### config.mk
export PLATFORM = sky130hd
export DESIGN_NAME = trng_arbiter
export DESIGN_NICKNAME = d
export VERILOG_FILES = /design/src/rtl/trng_arbiter.sv
export SDC_FILE = /design/constraint.sdc
export NUM_CORES = 1
export LEC_CHECK = 0
export ABC_CLOCK_PERIOD_IN_PS = 4400
export CAP_MARGIN = 0
export CELL_PAD_IN_SITES_DETAIL_PLACEMENT = 0
export CELL_PAD_IN_SITES_GLOBAL_PLACEMENT = 1
export CORE_ASPECT_RATIO = 0.5
export CORE_MARGIN = 2
export CORE_UTILIZATION = 38
export DETAILED_ROUTE_END_ITERATION = 10
export GPL_TIMING_DRIVEN = 0
export PLACE_DENSITY_LB_ADDON = 0.1
export SLEW_MARGIN = 10
export SYNTH_ARGS = -nofsm -noshare
export SYNTH_HDL_FRONTEND = slang
export SYNTH_SLANG_ARGS = --single-unit
export TNS_END_PERCENT = 50
### constraint.sdc
create_clock -name clk -period 4.4 [get_ports clk]
set_input_delay 0.44 -clock clk [delete_from_list [all_inputs] [get_ports clk]]
set_output_delay 0.44 -clock clk [all_outputs]
set_load 0.01 [all_outputs]
### src/rtl/trng_arbiter.sv
// rtl/trng_arbiter.sv - round-robin arbiter sharing one trng_reg source among N requesters
// Optional repeated-word rejection is compiled in with TRNG_ARB_REPEAT_CHECK_EN.
module trng_arbiter #(
    parameter int N   = 4,
    parameter int W   = 32,
    parameter int TMO = 4096,
    localparam int IW = $clog2(N),
    localparam int CW = $clog2(TMO)
) (
    input  logic          clk,
    input  logic          rst,
    input  logic [N-1:0]  req,
    output logic [N-1:0]  rsp_vld,
    output logic [W-1:0]  rsp_data,
    output logic          rsp_err,
    output logic          trng_gen,
    input  logic          trng_rdy,
    input  logic [W-1:0]  trng_rdn,
    output logic          busy,
    output logic [IW-1:0] grant_id,
    output logic          tmo_sticky
);

    typedef enum logic [1:0] {S_IDLE, S_GEN, S_RESP} state_t;

    state_t        state_q, state_d;
    logic [IW-1:0] grant_q, grant_d;
    logic [IW-1:0] ptr_q, ptr_d;
    logic [CW-1:0] wd_q, wd_d;
    logic [W-1:0]  data_q, data_d;
    logic          err_q, err_d;
    logic          tmo_q, tmo_d;

    logic [IW-1:0] pick;
    logic [IW-1:0] scan;
    logic          found;

`ifdef TRNG_ARB_REPEAT_CHECK_EN
    logic [W-1:0]  last_q, last_d;
    logic          last_vld_q, last_vld_d;
    logic [1:0]    rep_q, rep_d;
`endif

    // Scan upward from the slot after the last winner, wrapping at N-1.
    always_comb begin
        pick  = ptr_q;
        found = 1'b0;
        scan  = ptr_q;
        for (int k = 0; k < N; k++) begin
            scan = (scan == IW'(N - 1)) ? '0 : scan + 1'b1;
            if (!found && req[scan]) begin
                pick  = scan;
                found = 1'b1;
            end
        end
    end

    always_comb begin
        state_d = state_q;
        grant_d = grant_q;
        ptr_d   = ptr_q;
        wd_d    = wd_q;
        data_d  = data_q;
        err_d   = err_q;
        tmo_d   = tmo_q;
`ifdef TRNG_ARB_REPEAT_CHECK_EN
        last_d     = last_q;
        last_vld_d = last_vld_q;
        rep_d      = rep_q;
`endif
        case (state_q)
            S_IDLE: begin
                if (found) begin
                    state_d = S_GEN;
                    grant_d = pick;
                    ptr_d   = pick;
                    wd_d    = '0;
`ifdef TRNG_ARB_REPEAT_CHECK_EN
                    rep_d   = '0;
`endif
                end
            end
            S_GEN: begin
                if (trng_rdy) begin
`ifdef TRNG_ARB_REPEAT_CHECK_EN
                    if (last_vld_q && (trng_rdn == last_q)) begin
                        if (rep_q == 2'd2) begin
                            state_d = S_RESP;
                            err_d   = 1'b1;
                            data_d  = '0;
                        end else begin
                            rep_d = rep_q + 2'd1;
                            wd_d  = '0;
                        end
                    end else begin
                        state_d    = S_RESP;
                        err_d      = 1'b0;
                        data_d     = trng_rdn;
                        last_d     = trng_rdn;
                        last_vld_d = 1'b1;
                        rep_d      = '0;
                    end
`else
                    state_d = S_RESP;
                    err_d   = 1'b0;
                    data_d  = trng_rdn;
`endif
                end else if (wd_q == CW'(TMO - 1)) begin
                    state_d = S_RESP;
                    err_d   = 1'b1;
                    data_d  = '0;
                    tmo_d   = 1'b1;
                end else begin
                    wd_d = wd_q + 1'b1;
                end
            end
            S_RESP:  state_d = S_IDLE;
            default: state_d = S_IDLE;
        endcase
    end

    always_ff @(posedge clk or negedge rst) begin
        if (!rst) begin
            state_q <= S_IDLE;
            grant_q <= '0;
            ptr_q   <= IW'(N - 1);
            wd_q    <= '0;
            data_q  <= '0;
            err_q   <= 1'b0;
            tmo_q   <= 1'b0;
        end else begin
            state_q <= state_d;
            grant_q <= grant_d;
            ptr_q   <= ptr_d;
            wd_q    <= wd_d;
            data_q  <= data_d;
            err_q   <= err_d;
            tmo_q   <= tmo_d;
        end
    end

`ifdef TRNG_ARB_REPEAT_CHECK_EN
    always_ff @(posedge clk or negedge rst) begin
        if (!rst) begin
            last_q     <= '0;
            last_vld_q <= 1'b0;
            rep_q      <= '0;
        end else begin
            last_q     <= last_d;
            last_vld_q <= last_vld_d;
            rep_q      <= rep_d;
        end
    end
`endif

    // Outputs decode registered state only, so reset clears them at once.
    always_comb begin
        rsp_vld = '0;
        if (state_q == S_RESP) rsp_vld[grant_q] = 1'b1;
    end

    assign rsp_data   = data_q;
    assign rsp_err    = err_q & (state_q == S_RESP);
    assign trng_gen   = (state_q == S_GEN);
    assign busy       = (state_q != S_IDLE);
    assign grant_id   = grant_q;
    assign tmo_sticky = tmo_q;

endmodule

**Word-level counts from Yosys, hierarchy flattened**

Cells that the tools add are included.

- Register bits: 52
- Input bits: 39
- Output and inout port bits: 42
- Logic and storage cells: 82

- Add/subtract/negate cells: 5
- Magnitude comparators: 6
- Eq/ne operators: 11
- Multiplexer cells: 35
- Bitwise gates (word level): 2
- Reduce and logical (&&, ||, !) cells: 16

Operator list:

| kind | count |
|---|---|
| two-way mux 32 bit | 2 |
| two-way mux 12 bit | 3 |
| case mux 12 bit (2 select lines) | 1 |
| two-way mux 2 bit | 11 |
| less-than comparator 2 x 3 -> 1 bit, second input constant | 5 |
| adder 12 x 1 -> 12 bit, second input constant | 1 |
| equality test 12 bit, second input constant | 1 |
| two-way mux 1 bit | 11 |
| equality test 2 bit, second input constant | 5 |
| adder 2 x 1 -> 2 bit, second input constant | 4 |
| binary-select mux 1 bit (select 2 bit) | 4 |
| != test 2 bit, second input constant | 3 |
| AND reduction 2 bit | 3 |
| nonzero test 2 bit | 3 |
| logical AND 1 bit | 4 |
| two-way mux 4 bit | 1 |
| case mux 2 bit (2 select lines) | 1 |
| AND reduction 4 bit | 1 |
| logical NOT 1 bit | 3 |
| != test 3 x 1 -> 1 bit, second input constant | 1 |
| AND reduction 3 bit | 1 |
| demux 1 bit (select 2 bit) | 1 |
| equality test 2 x 1 -> 1 bit, second input constant | 1 |
| >= comparator 2 x 1 -> 1 bit, second input constant | 1 |
| other kinds (3) | 3 |

**Longest topological paths before layout**

- Depth in word-level cells: 16
- Gate-level depth with buffers: 9
- Depth with buffers taken out: 7

**Worst setup path after synthesis**

Ideal clock, no wire load.

- Path type: flip-flop to flip-flop
- From: register ptr_q[0]
- To: register wd_q[6]
- Setup time: 0.081 ns
- Data arrival time: 2.142 ns
- Data required time: 4.319 ns
- Slack: 2.176 ns
- Cell stages (with the launch flop): 9
- Buffers on the path: 1
- Clock period less this slack: 2.224 ns
- Cell sequence: dfstp_2 -> ha_1 -> xnor2_2 -> mux2i_2 -> and3_1 -> a41oi_2 -> nand2b_4 -> buf_6 -> a31oi_2

- Cells in the longest elaborated chain, start to end: 16
- Elaborated cells on any way between the ends: 32
- Those cells by class: add/sub (4); eq/ne (5); mux (16); reduce/logical (7)

RTL lines:

| element | line | RTL |
|---|---|---|
| start, declared | 28 | `logic [IW-1:0] ptr_q, ptr_d;` |
| start signal, assigned | 126 | `ptr_q <= IW'(N - 1);` |
| start signal, assigned | 134 | `ptr_q <= ptr_d;` |
| adder 2 x 1 -> 2 bit or equality test 2 bit (tied branches) | 50 | `scan = (scan == IW'(N - 1)) ? '0 : scan + 1'b1;` |
| two-way mux 2 bit (*) | 50 |  |
| branches (longest 11 deep; another with adder 2 x 1 -> 2 bit) | n/a |  |
| two-way mux 1 bit (*) | 51 | `if (!found && req[scan]) begin` |
| != test 2 bit (no line) (*) | n/a |  |
| AND reduction 4 bit (no line) (*) | n/a |  |
| end signal, assigned | 135 | `wd_q <= wd_d;` |
| end, declared | 29 | `logic [CW-1:0] wd_q, wd_d;` |

Mark *: on every way between the ends. The select of a mux whose other input is x is not followed.
A chain may end at the register's enable or synchronous reset.

**Worst setup path after layout**

- From: register ptr_q[0]
- To: register wd_q[4]

Same word-level chain as after synthesis.

==> reports/results.tsv <==
metric	value	unit
compound-cell area share of the yosys netlist	0.240	
fmax	378	MHz
Final Slew Violations	0	
worst-margin pin slew	0.528	ns
instance count of the mapped netlist	231	
clk slew on worst S/H paths	0.07	ns
DRT Pass-1 Iters	4	
grt total ovfl	0	
Remaining DRCs	0	
Lkg Pwr	1.49	nW
DIE WIDTH	119	um
Syn Std Cell Area	2500	um2
IO Pins	81	
final period utilization	0.602	
sequential-to-total area share from yosys stat	0.521	
top cells by area, synth	dfrtp_1 (50%), a22o_1 (11%), nor2_1 (3.3%)	
CP arrival	2.85	ns
number of global-route vias before repair	2142	
Tot Pwr	0.00242	W
Syn Nets	272	
CTS tree	built	
Post-synth EDFFs	0	
clock buffer depth	2	
status	finished clean	
Psw	0.000890	W
Final min period	2.65	ns
number of setup violations in the final report	0	
largest family of logic cells by synthesized area	compound AO/OA/AOI/OAI gates	
core area	6210	um2
drt via density	5.16	
gr usage total	0.179	
DR vias	2101	
Yosys warning count	0	
Worst Path Required	4.61	ns
Startpoint Class	register	
Post-synth top flop	dfrtp_1	
Logic pwr share	0.516	
share of layout cells above drive strength 1	0.0846	
critical path peak fanout	7	
Sum Neg Setup Slack	0	ns
CTS sink cnt	52	
DR iter-0 viols	106	
post-synth top area cell	dfrtp_1	
Placer Congestion	0.804	
first-pass GRT wire length	10200	um
flops & latches, synth	52	
FP Rows	20	
Synth cell types	48	
Clock Skews	0.00339	ns
Die H	61.4	um
Setup Fix Bufs, Post-CTS	0	
Root Buffer Master	clkbuf_16	
Post-Synth Simple-Gate Area	0.149	
xor/xnor share of the synthesized area	0.0240	
dpl hpwl	4650	um
hold crit path type	in -> async	
Post-DRT Antenna Nets	0	
switching share of total power	0.367	
syn avg cell area	10.8	um2
Crit. End Element	register	
DR WL/cell	15.1	um
mux share of post-synthesis cell area	0.0220	
Fin. Hold Viols	0	
slowest CP cell	dfstp_2	
CTS resizes	0	
CP max stage delay	0.61	ns
critical path cell sequence	ha_1 -> xnor2_2 -> mux2i_2 -> and3_1 -> a41oi_2 -> nand2b_4 -> buf_6 -> a31oi_2	
Final #Nets	359	
die area	7290	um2
initial core utilization	0.403	
initial antenna violation count	0	
largest net degree at the start of global routing	31	
Max-slew headroom	0.648	
CTS Hold Buffers Added	0	
Max-cap violations	0	
Num CTS Buffers	5	
Clock power frac	0.157	
synthesized-area fraction occupied by adder cells	0.0100	
worst skew pair latency	0.29	ns
Worst Setup Slack, final	1.75	ns
H-tree depth	2	
Synth-to-Final Area Change	42.4	%
cell-internal power	0.00153	W
Total Routed Length	6140	um
count leader, synth	dfrtp_1	
Async SR Flop Fraction	1.00	
PD cells	680	nW/um2
ANT cells	0	
share of the synthesized area in the top cell type	0.500	
Reg power frac	0.327	
DP Worst Slack	1.79	ns
# port buffers	79	
critical path class	reg -> reg	
RSZ-0062 raised after global routing	false	
top post-synthesis cells by count	dfrtp_1 (50), a22o_1 (32), nor2_1 (22)	
Max IR drop VDD	0.301	mV
==> registers in the layout, indices dropped and copies added, names as in the netlist <==
signal	count
wd_q	12
state_q	2
rsp_data	32
tmo_sticky	1
ptr_q	2
grant_id	2
err_q	1
==> critical path, delay by kind of cell (launching register included) <==
kind / cells / cell delay [ns]
AOI/OAI and AO/OA: 2 / 0.32
xor gates and xnor gates: 1 / 0.31
adders and majority gates: 1 / 0.34
buffers and inverters: 1 / 0.15
DFF: 1 / 0.61
muxes: 1 / 0.36
and+or+nand+nor: 2 / 0.47
==> routing by layer <==
layer / share of wire / track usage
met1: 0.47 / 0.226
met2: 0.46 / 0.305
met3: 0.075 / 0.0722
met4: 0.0023 / 0.0289
met5: 0 / 0
==> cell families (layout without fill, tap and decap cells) <==
group | count (synthesis) | count (layout)
AO/OA/AOI/OAI | 72 | 72
XOR/XNOR | 6 | 6
adder cells (fa/ha/maj) | 2 | 2
buffers and inverters | 20 | 108
flip-flops | 52 | 52
multiplexers | 5 | 5
AND/OR/NAND/NOR | 74 | 74
==> placed cells by master, fill, tap and decap left out, drive strengths merged, types with 6 or more instances in the layout <==
cell type,n
clkdlybuf4s50,78
dfrtp,50
a22o,32
nor2,22
clkbuf,17
nand2,16
nand3,10
o21ai,8
a21oi,7
inv,6
nand2b,6
==> per-stage QoR <==
step	instance area [um2]	std cells	utilization	hold slack, ns
after floorplan	2500	231	-	0.144
after global placement	3400	398	0.549	0.460
after detailed placement	3420	399	0.551	0.453
after CTS	3560	407	0.574	0.138
after global routing	3560	407	0.574	0.152
final	3560	407	0.574	0.123
==> power groups by stage <==
stage                     clock (W)  combinational (W)  sequential [W]
after floorplan                   0           0.000659        0.000846
after global placement            0            0.00123        0.000794
after detailed placement          0            0.00126        0.000792
after CTS                  0.000387            0.00126        0.000794
after global routing       0.000410            0.00136        0.000821
final                      0.000380            0.00125        0.000793
==> worst paths after layout <==
path                       slack [ns]        from            to  cells after the start
max                              1.75    ptr_q[0]       wd_q[4]                      8
min                              0.12         rst  rsp_data[17]                      1
max reg2reg                      1.75    ptr_q[0]       wd_q[4]                      8
min reg2reg                      0.47  tmo_sticky    tmo_sticky                      1
max in group asynchronous        3.74         rst       wd_q[4]                      2
min in group clk                 0.47  tmo_sticky    tmo_sticky                      1
==> area by class of cell <==
cell class                 count  area (um2)
inverter                       6        22.5
timing repair buffer          80         806
fill                         570        2640
sequential                    52        1300
multi-input combinational    159        1110
clock buffer                   6         129
tap                           88         110
buffer                        14        62.6
clock inverter                 2        16.3
No activity file was read; power rests on OpenSTA's default activity.
